<file path="src/rtl/cpc_bus_initiator_pkg.sv">
// Shared types and constants for the CPC expansion-bus initiator.
package cpc_bus_pkg;

    typedef enum logic [1:0] {
        CMD_MEMRD = 2'd0,
        CMD_MEMWR = 2'd1,
        CMD_IORD  = 2'd2,
        CMD_IOWR  = 2'd3
    } cmd_e;

    typedef enum logic [2:0] {
        ST_IDLE,
        ST_T1,
        ST_T2,
        ST_TWA,
        ST_TW,
        ST_T3,
        ST_RESP
    } state_e;

    localparam logic [1:0] ROM_LO = 2'b00;
    localparam logic [1:0] ROM_HI = 2'b11;

    function automatic logic cmd_is_io(cmd_e t);
        return (t == CMD_IORD) || (t == CMD_IOWR);
    endfunction

    function automatic logic cmd_is_write(cmd_e t);
        return (t == CMD_MEMWR) || (t == CMD_IOWR);
    endfunction

endpackage

</file>
<file path="src/rtl/cpc_bus_initiator_if.sv">
// Command/response handshake plus the edge-connector pins of the initiator.
interface cpc_bus_initiator_if;

    logic        cmd_valid;
    logic        cmd_ready;
    logic [1:0]  cmd_type;
    logic        cmd_m1;
    logic [15:0] cmd_addr;
    logic [7:0]  cmd_wdata;
    logic        lower_rom_en;
    logic        upper_rom_en;
    logic        rsp_valid;
    logic [7:0]  rsp_rdata;
    logic        rsp_romdis;
    logic        rsp_timeout;
    logic [15:0] A;
    logic [7:0]  D_out;
    logic        D_oe;
    logic [7:0]  D_in;
    logic        MREQ_B;
    logic        IOREQ_B;
    logic        RD_B;
    logic        WR_B;
    logic        M1_B;
    logic        ROMEN_B;
    logic        RFSH_B;
    logic        READY;
    logic        ROMDIS;

    modport master (
        input  cmd_valid, cmd_type, cmd_m1, cmd_addr, cmd_wdata,
        input  lower_rom_en, upper_rom_en, D_in, READY, ROMDIS,
        output cmd_ready, rsp_valid, rsp_rdata, rsp_romdis, rsp_timeout,
        output A, D_out, D_oe, MREQ_B, IOREQ_B, RD_B, WR_B, M1_B, ROMEN_B, RFSH_B
    );

    modport slave (
        output cmd_valid, cmd_type, cmd_m1, cmd_addr, cmd_wdata,
        output lower_rom_en, upper_rom_en, D_in, READY, ROMDIS,
        input  cmd_ready, rsp_valid, rsp_rdata, rsp_romdis, rsp_timeout,
        input  A, D_out, D_oe, MREQ_B, IOREQ_B, RD_B, WR_B, M1_B, ROMEN_B, RFSH_B
    );

endinterface

</file>
<file path="src/rtl/cpc_bus_initiator_rom_region_decode.sv">
// ROMEN qualifier: a memory read into an enabled lower or upper ROM window.
module cpc_rom_region_decode
    import cpc_bus_pkg::*;
(
    input  logic [1:0] region,
    input  logic       lower_en,
    input  logic       upper_en,
    input  logic       is_memrd,
    output logic       rom_sel
);

    always_comb begin
        rom_sel = is_memrd &&
                  (((region == ROM_LO) && lower_en) || ((region == ROM_HI) && upper_en));
    end

endmodule

</file>
<file path="src/rtl/cpc_bus_initiator.sv">
// Z80-style memory/I/O cycle generator for the Amstrad CPC expansion bus.
module cpc_bus_initiator
    import cpc_bus_pkg::*;
#(
    parameter int unsigned MAX_WAIT     = 16,
    parameter int unsigned IO_AUTO_WAIT = 1
) (
    input  logic                 CLK,
    input  logic                 RESET_B,
    cpc_bus_initiator_if.master  bus
);

    state_e      state, state_nxt;
    cmd_e        cmd_q;
    logic        m1_q;
    logic [15:0] addr_q;
    logic [7:0]  wdata_q;
    logic        lo_q, hi_q;
    logic [7:0]  wait_cnt;
    logic [1:0]  aw_cnt;
    logic [7:0]  rdata_q;
    logic        romdis_q;
    logic        timeout_q;

    logic        accept, is_io, is_wr, is_memrd;
    logic        aw_last, wait_last, abort;
    logic        in_req, rom_sel;

    assign is_io    = cmd_is_io(cmd_q);
    assign is_wr    = cmd_is_write(cmd_q);
    assign is_memrd = (cmd_q == CMD_MEMRD);
    assign accept   = bus.cmd_valid && bus.cmd_ready;
    assign aw_last  = (({1'b0, aw_cnt} + 3'd1) == 3'(IO_AUTO_WAIT));
    assign wait_last = (({1'b0, wait_cnt} + 9'd1) == 9'(MAX_WAIT));

    cpc_rom_region_decode u_rom_decode (
        .region   (addr_q[15:14]),
        .lower_en (lo_q),
        .upper_en (hi_q),
        .is_memrd (is_memrd),
        .rom_sel  (rom_sel)
    );

    always_ff @(posedge CLK or negedge RESET_B) begin
        if (!RESET_B) begin
            state     <= ST_IDLE;
            cmd_q     <= CMD_MEMRD;
            m1_q      <= 1'b0;
            addr_q    <= '0;
            wdata_q   <= '0;
            lo_q      <= 1'b0;
            hi_q      <= 1'b0;
            wait_cnt  <= '0;
            aw_cnt    <= '0;
            rdata_q   <= '0;
            romdis_q  <= 1'b0;
            timeout_q <= 1'b0;
        end else begin
            state <= state_nxt;
            if (accept) begin
                cmd_q   <= cmd_e'(bus.cmd_type);
                m1_q    <= bus.cmd_m1;
                addr_q  <= bus.cmd_addr;
                wdata_q <= bus.cmd_wdata;
                lo_q    <= bus.lower_rom_en;
                hi_q    <= bus.upper_rom_en;
            end
            if (state == ST_TW)
                wait_cnt <= wait_cnt + 8'd1;
            else if (state == ST_IDLE)
                wait_cnt <= '0;
            if (state == ST_T2)
                aw_cnt <= '0;
            else if (state == ST_TWA)
                aw_cnt <= aw_cnt + 2'd1;
            // Response registers change only on entry to RESP, so they hold in between.
            if (state == ST_T3) begin
                rdata_q   <= is_wr ? 8'h00 : bus.D_in;
                romdis_q  <= is_memrd && bus.ROMDIS;
                timeout_q <= 1'b0;
            end else if (abort) begin
                rdata_q   <= '0;
                romdis_q  <= 1'b0;
                timeout_q <= 1'b1;
            end
        end
    end

    always_comb begin
        state_nxt = state;
        abort     = 1'b0;
        unique case (state)
            ST_IDLE: if (accept) state_nxt = ST_T1;
            ST_T1:   state_nxt = ST_T2;
            ST_T2: begin
                if (is_io && (IO_AUTO_WAIT != 0))
                    state_nxt = ST_TWA;
                else
                    state_nxt = bus.READY ? ST_T3 : ST_TW;
            end
            ST_TWA: begin
                if (aw_last)
                    state_nxt = bus.READY ? ST_T3 : ST_TW;
            end
            ST_TW: begin
                if (bus.READY) begin
                    state_nxt = ST_T3;
                end else if (wait_last) begin
                    state_nxt = ST_RESP;
                    abort     = 1'b1;
                end
            end
            ST_T3:   state_nxt = ST_RESP;
            ST_RESP: state_nxt = ST_IDLE;
            default: state_nxt = ST_IDLE;
        endcase
    end

    always_comb begin
        in_req = (state == ST_T2) || (state == ST_TWA) || (state == ST_TW) || (state == ST_T3);

        bus.cmd_ready   = (state == ST_IDLE) && RESET_B;
        bus.rsp_valid   = (state == ST_RESP);
        bus.rsp_rdata   = rdata_q;
        bus.rsp_romdis  = romdis_q;
        bus.rsp_timeout = timeout_q;
        bus.A           = addr_q;
        bus.D_out       = wdata_q;
        bus.D_oe        = is_wr && (in_req || (state == ST_T1));
        bus.MREQ_B      = !(in_req && !is_io);
        bus.IOREQ_B     = !(in_req && is_io);
        bus.RD_B        = !(in_req && !is_wr);
        bus.WR_B        = !(in_req && is_wr);
        bus.M1_B        = !(((state == ST_T1) || (state == ST_T2)) && is_memrd && m1_q);
        bus.ROMEN_B     = !(rom_sel &&
                            ((state == ST_T2) || (state == ST_TW) || (state == ST_T3)));
        bus.RFSH_B      = 1'b1;
    end

endmodule

</file>
<file path="src/flat_wrapper.sv">
// flat-port wrapper written by rule: the top's interface ports become plain ports
module cpc_bus_initiator_flat import cpc_bus_pkg::*;
#(
    parameter int unsigned MAX_WAIT     = 16,
    parameter int unsigned IO_AUTO_WAIT = 1
)
  (CLK, RESET_B, bus_cmd_valid, bus_cmd_type, bus_cmd_m1, bus_cmd_addr, bus_cmd_wdata, bus_lower_rom_en, bus_upper_rom_en, bus_D_in, bus_READY, bus_ROMDIS, bus_cmd_ready, bus_rsp_valid, bus_rsp_rdata, bus_rsp_romdis, bus_rsp_timeout, bus_A, bus_D_out, bus_D_oe, bus_MREQ_B, bus_IOREQ_B, bus_RD_B, bus_WR_B, bus_M1_B, bus_ROMEN_B, bus_RFSH_B);
  cpc_bus_initiator_if bus_i ();
  input  logic CLK;
  input  logic RESET_B;
  input wire logic [$bits(bus_i.cmd_valid)-1:0] bus_cmd_valid;
  input wire logic [$bits(bus_i.cmd_type)-1:0] bus_cmd_type;
  input wire logic [$bits(bus_i.cmd_m1)-1:0] bus_cmd_m1;
  input wire logic [$bits(bus_i.cmd_addr)-1:0] bus_cmd_addr;
  input wire logic [$bits(bus_i.cmd_wdata)-1:0] bus_cmd_wdata;
  input wire logic [$bits(bus_i.lower_rom_en)-1:0] bus_lower_rom_en;
  input wire logic [$bits(bus_i.upper_rom_en)-1:0] bus_upper_rom_en;
  input wire logic [$bits(bus_i.D_in)-1:0] bus_D_in;
  input wire logic [$bits(bus_i.READY)-1:0] bus_READY;
  input wire logic [$bits(bus_i.ROMDIS)-1:0] bus_ROMDIS;
  output wire logic [$bits(bus_i.cmd_ready)-1:0] bus_cmd_ready;
  output wire logic [$bits(bus_i.rsp_valid)-1:0] bus_rsp_valid;
  output wire logic [$bits(bus_i.rsp_rdata)-1:0] bus_rsp_rdata;
  output wire logic [$bits(bus_i.rsp_romdis)-1:0] bus_rsp_romdis;
  output wire logic [$bits(bus_i.rsp_timeout)-1:0] bus_rsp_timeout;
  output wire logic [$bits(bus_i.A)-1:0] bus_A;
  output wire logic [$bits(bus_i.D_out)-1:0] bus_D_out;
  output wire logic [$bits(bus_i.D_oe)-1:0] bus_D_oe;
  output wire logic [$bits(bus_i.MREQ_B)-1:0] bus_MREQ_B;
  output wire logic [$bits(bus_i.IOREQ_B)-1:0] bus_IOREQ_B;
  output wire logic [$bits(bus_i.RD_B)-1:0] bus_RD_B;
  output wire logic [$bits(bus_i.WR_B)-1:0] bus_WR_B;
  output wire logic [$bits(bus_i.M1_B)-1:0] bus_M1_B;
  output wire logic [$bits(bus_i.ROMEN_B)-1:0] bus_ROMEN_B;
  output wire logic [$bits(bus_i.RFSH_B)-1:0] bus_RFSH_B;
  assign bus_i.cmd_valid = bus_cmd_valid;
  assign bus_i.cmd_type = bus_cmd_type;
  assign bus_i.cmd_m1 = bus_cmd_m1;
  assign bus_i.cmd_addr = bus_cmd_addr;
  assign bus_i.cmd_wdata = bus_cmd_wdata;
  assign bus_i.lower_rom_en = bus_lower_rom_en;
  assign bus_i.upper_rom_en = bus_upper_rom_en;
  assign bus_i.D_in = bus_D_in;
  assign bus_i.READY = bus_READY;
  assign bus_i.ROMDIS = bus_ROMDIS;
  assign bus_cmd_ready = bus_i.cmd_ready;
  assign bus_rsp_valid = bus_i.rsp_valid;
  assign bus_rsp_rdata = bus_i.rsp_rdata;
  assign bus_rsp_romdis = bus_i.rsp_romdis;
  assign bus_rsp_timeout = bus_i.rsp_timeout;
  assign bus_A = bus_i.A;
  assign bus_D_out = bus_i.D_out;
  assign bus_D_oe = bus_i.D_oe;
  assign bus_MREQ_B = bus_i.MREQ_B;
  assign bus_IOREQ_B = bus_i.IOREQ_B;
  assign bus_RD_B = bus_i.RD_B;
  assign bus_WR_B = bus_i.WR_B;
  assign bus_M1_B = bus_i.M1_B;
  assign bus_ROMEN_B = bus_i.ROMEN_B;
  assign bus_RFSH_B = bus_i.RFSH_B;
  cpc_bus_initiator #(.MAX_WAIT(MAX_WAIT), .IO_AUTO_WAIT(IO_AUTO_WAIT)) u_core (.CLK(CLK), .RESET_B(RESET_B), .bus(bus_i));
endmodule
</file>
<file path="config.mk">
export PLATFORM = sky130hd
export DESIGN_NAME = cpc_bus_initiator_flat
export DESIGN_NICKNAME = d
export VERILOG_FILES = /design/src/rtl/cpc_bus_initiator_pkg.sv /design/src/rtl/cpc_bus_initiator_if.sv /design/src/rtl/cpc_bus_initiator_rom_region_decode.sv /design/src/rtl/cpc_bus_initiator.sv /design/src/flat_wrapper.sv
export SDC_FILE = /design/constraint.sdc
export NUM_CORES = 1
export LEC_CHECK = 0
export BUFFER_PORTS_ARGS = -buffer_cell sky130_fd_sc_hd__buf_2
export CAP_MARGIN = 30
export CORE_MARGIN = 2
export CORE_UTILIZATION = 44
export DETAILED_ROUTE_END_ITERATION = 10
export PLACE_DENSITY = 0.75
export REMOVE_ABC_BUFFERS = 1
export SLEW_MARGIN = 30
export SYNTH_ARGS = -nofsm -noshare
export SYNTH_HDL_FRONTEND = slang
export SYNTH_SLANG_ARGS = --single-unit
</file>
<file path="constraint.sdc">
create_clock -name CLK -period 1.8 [get_ports CLK]
set_input_delay 0.27 -clock CLK [delete_from_list [all_inputs] [get_ports CLK]]
set_output_delay 0.27 -clock CLK [all_outputs]
set_load 0.01 [all_outputs]
</file>
==> run summary <==
The worst path in the final design needs a cycle of about 1.7 ns, including I/O delays and setup. The H-tree depth is 2. The DRC marker count from the first detailed-route iteration is 50. Wires add up to 4880 um. The synthesized area divided by synthesized cell count is 10.8 sq um.

The flow ran to the end, and the final reports show no timing, DRC or antenna violations. The count of mapped cells out of synthesis came out at 221. The filler cells instantiated in the layout total 459. During I/O placement, the number of pins put on the boundary was 86. The number of inserted diodes came out at 0. The number of sinks driven by the clock tree came out at 52. The number of buffers created by CTS came out at 5. The routability-driven placement congestion ratio is 0.730. Entering global routing, the biggest net connects 53 pins. The data arrival time of the critical path came out at 1.89 ns. The die is 77.7 um wide.

The post-place setup slack came out at -0.00540 ns. The worst setup slack after layout came out at 0.0998 ns. STA classifies the critical path startpoint as a register. The die is 77.7 um tall. In this run the clock root is driven by a sky130_fd_sc_hd__clkbuf_8. The area of all sequential standard cells came out at 0.00130 sq mm. The max-slew violation count came out at 0. In this run the worst path has a maximum fanout of 10. The via count of the first global-routing pass came out at 1,965. The critical path in this run is classified as register to register. The via count is 1,906. The logic depth of the worst register-to-register path came out at 6. For this run, the detailed router's first-pass iteration total came to 3. The most critical setup path has its startpoint at u_core.wait_cnt[1]. The worst hold path class is input port to async pin.

The later pin in the worst-skew pair is clocked with a latency of ~0.30 ns. Buffers inserted to repair hold after CTS numbered 0. The number of design rule violations left after detail routing came out at 0. The overall routing resource usage is 17.8%. The number of hold-slack violations in the final timing report was 0.

The startpoint identified for the worst register-to-register timing path is u_core.wait_cnt[1]. Yosys mapped the design onto 35 distinct sky130hd cell types. The relative area change from synthesis to final layout is 28.9%. The number of maximum-capacitance violations is 0. The share of the clock period used by the worst path after layout is around 94%. The multi-input logic area is about 0.0010 sq mm. At the worst endpoint, the required time is a little under 2 ns. The utilization after layout came out at 59.6%. The total number of nets in the final design is between 300 and 400.

The HPWL after detailed placement came out at 3550 um. The buffer levels on the longest clock path came out at 2. The flop and latch count out of synthesis is 52. The sequential fraction of the synthesis area is 54.4%. The count of warnings emitted by yosys is 0.

The count of antenna-violating nets left after detailed routing is 0. The largest vdd supply drop is 937 uV. Once placement finished, the instance area stood at 0.00292 sq mm. The final standard cell area without fillers came out at ~0.0031 sq mm. The total standard cell area after synthesis came out at 0.00239 sq mm. For this design the ratio of total power to cell area is 1560 mW/mm^2. The number of antenna violations at the first check in global routing is 0. The clock skew after layout came out at ~0.0065 ns.

The minimum setup slack among reg-to-reg paths came out at about 0.1 ns. In this run, placement finished with an instance count of between 300 and 400. The final setup violation count came out at 0.

In this run the tightest slew margin relative to its limit is 57.1%. The count of placed standard cells in the final layout, fillers left out is ~390. The initial standard-cell utilization of the core came out at 46.2%.

The leakage dissipation came out at 1.52 nW. Global routing finished with a remaining overflow of 0. The number of vias per cell came out at 4.94. The maximum operating frequency is just under 600 MHz.

Clock-pin slew was measured on the worst setup and hold paths at 0.09 ns. The worst setup path is captured at a register. The average routed wire per standard cell came out at about 13 um. The count of input and output buffers is 84. The die covers 0.00604 sq mm. The core outline area came out at 0.00517 sq mm. The end point of the critical path is u_core.bus.rsp_rdata[2].

In the final layout, the share of cells above drive strength 1 is about two fifths. TritonCTS built the clock tree. The capture point of the worst reg-to-reg path is u_core.bus.rsp_rdata[2]. The number of rows created at floorplan is 26. The setup TNS after final layout is 0 ns. For the pin with the worst max-slew slack, the measured transition is 0.644 ns.

The first-pass GRT wire length is around 8700 um.
-- cells in the mapped netlist --
library cell / count / area, sq um
sky130_fd_sc_hd__a21o_1: 2 / 15.0
sky130_fd_sc_hd__a21oi_1: 14 / 70.1
sky130_fd_sc_hd__a22o_1: 1 / 8.76
sky130_fd_sc_hd__and3_1: 2 / 12.5
sky130_fd_sc_hd__and3b_1: 1 / 8.76
sky130_fd_sc_hd__and4b_1: 1 / 10.0
sky130_fd_sc_hd__buf_2: 1 / 5.00
sky130_fd_sc_hd__buf_4: 2 / 15.0
sky130_fd_sc_hd__buf_6: 2 / 22.5
sky130_fd_sc_hd__clkbuf_1: 7 / 26.3
sky130_fd_sc_hd__conb_1: 1 / 3.75
sky130_fd_sc_hd__dfrtp_1: 52 / 1300
sky130_fd_sc_hd__ha_1: 2 / 25.0
sky130_fd_sc_hd__inv_1: 5 / 18.8
sky130_fd_sc_hd__mux2_1: 10 / 113
sky130_fd_sc_hd__mux2_2: 19 / 214
sky130_fd_sc_hd__mux2i_1: 3 / 30.0
sky130_fd_sc_hd__nand2_1: 26 / 97.6
sky130_fd_sc_hd__nand2b_1: 4 / 25.0
sky130_fd_sc_hd__nand3_1: 6 / 30.0
sky130_fd_sc_hd__nand3b_1: 1 / 7.51
sky130_fd_sc_hd__nand4_1: 1 / 6.26
sky130_fd_sc_hd__nor2_1: 20 / 75.1
sky130_fd_sc_hd__nor2b_1: 2 / 12.5
sky130_fd_sc_hd__nor3_1: 4 / 20.0
sky130_fd_sc_hd__nor3_2: 1 / 10.0
sky130_fd_sc_hd__nor3_4: 1 / 16.3
sky130_fd_sc_hd__nor3b_1: 9 / 67.6
sky130_fd_sc_hd__nor4_1: 1 / 6.26
sky130_fd_sc_hd__o21a_1: 2 / 15.0
sky130_fd_sc_hd__o21ai_0: 14 / 70.1
sky130_fd_sc_hd__o22ai_1: 1 / 6.26
sky130_fd_sc_hd__or2_1: 1 / 6.26
sky130_fd_sc_hd__or4_4: 1 / 11.3
sky130_fd_sc_hd__xor2_1: 1 / 8.76
-- cell usage in the layout (no fill, tap or decap), drive strengths merged, types with 2 or more instances in the layout --
| cell | n |
|---|---|
| mux2 | 29 |
| clkbuf | 6 |
| o21a | 2 |
| nor3b | 9 |
| nor2b | 2 |
| a21oi | 14 |
| mux2i | 3 |
| nor2 | 20 |
| inv | 5 |
| nand2b | 4 |
| nand3 | 6 |
| dfrtp | 52 |
| buf | 100 |
| and3 | 2 |
| nand2 | 26 |
| a21o | 2 |
| o21ai | 14 |
| ha | 2 |
| nor3 | 6 |
-- flip-flops by register name (all words and copies together) (netlist names), 2 cells and up --
name                  cells
u_core.bus.A             16
u_core.bus.D_out          8
u_core.bus.rsp_rdata      8
u_core.wait_cnt           8
u_core.state              3
u_core.aw_cnt             2
u_core.cmd_q              2
-- logic make-up after synthesis --
logic type      synth area share, %
fa+ha+maj                      1.05
simple gates                   17.7
flops                          54.4
buf+inv                        3.66
mux                            14.9
xor+xnor                      0.366
other cells                   0.157
compound gates                 7.74
-- layer usage --
metal  track usage (%)  vias to the layer above  part of all wire (%)  wire length, um
li1                  -                      950                     -                -
met2              30.4                       58                    48             2350
met4              5.36                        0                   1.3               63
met1              22.0                      889                    44             2150
met5                 0                        -                     0                0
met3              4.77                        9                   6.6              321
-- cell type report --
type | instances | share of cell area (%)
clock buffer | 6 | 2.68
timing repair buffer | 100 | 18.5
sequential | 52 | 42.2
tap | 70 | 2.84
inverter | 5 | 0.609
clock inverter | 1 | 0.284
multi-input combinational | 152 | 32.9
-- where the power goes --
part	internal, W	switching (W)
sequential	0.00167	0.000316
clock	0.000307	0.000370
combinational	0.00105	0.00110
total	0.00302	0.00179
-- worst min path at each step --
stage                          endpoint  cells after the start             start
detailed placement   u_core.wait_cnt[1]                      2           RESET_B
floorplan              u_core.aw_cnt[0]                      0           RESET_B
CTS                 u_core.bus.D_out[1]                      2           RESET_B
global placement       u_core.aw_cnt[1]                      2  u_core.aw_cnt[1]
finish               u_core.wait_cnt[1]                      2           RESET_B
global route         u_core.wait_cnt[7]                      2           RESET_B
-- per-stage QoR --
stage               total power, W  hold WS (ns)
floorplan                  0.00316       -0.0256
global placement           0.00402         0.462
detailed placement         0.00410         0.464
CTS                        0.00478         0.132
global route               0.00521         0.180
finish                     0.00481         0.106
-- critical path, cell delays in order (launching register included) --
cell and delay (ns):
sky130_fd_sc_hd__dfrtp_1 0.40, sky130_fd_sc_hd__ha_1 0.23, sky130_fd_sc_hd__nand2_1 0.11, sky130_fd_sc_hd__or4_4 0.45, sky130_fd_sc_hd__nor3_4 0.23, sky130_fd_sc_hd__buf_12 0.14, sky130_fd_sc_hd__nor2_1 0.04
-- what timing repair did --
item	in CTS	in global routing
cloned	0	0
setup buffers	1	5
pin swaps	1	0
resized for setup	0	4
setup endpoints to repair	6	18
Note: power is estimated with default switching activity, not from simulation.
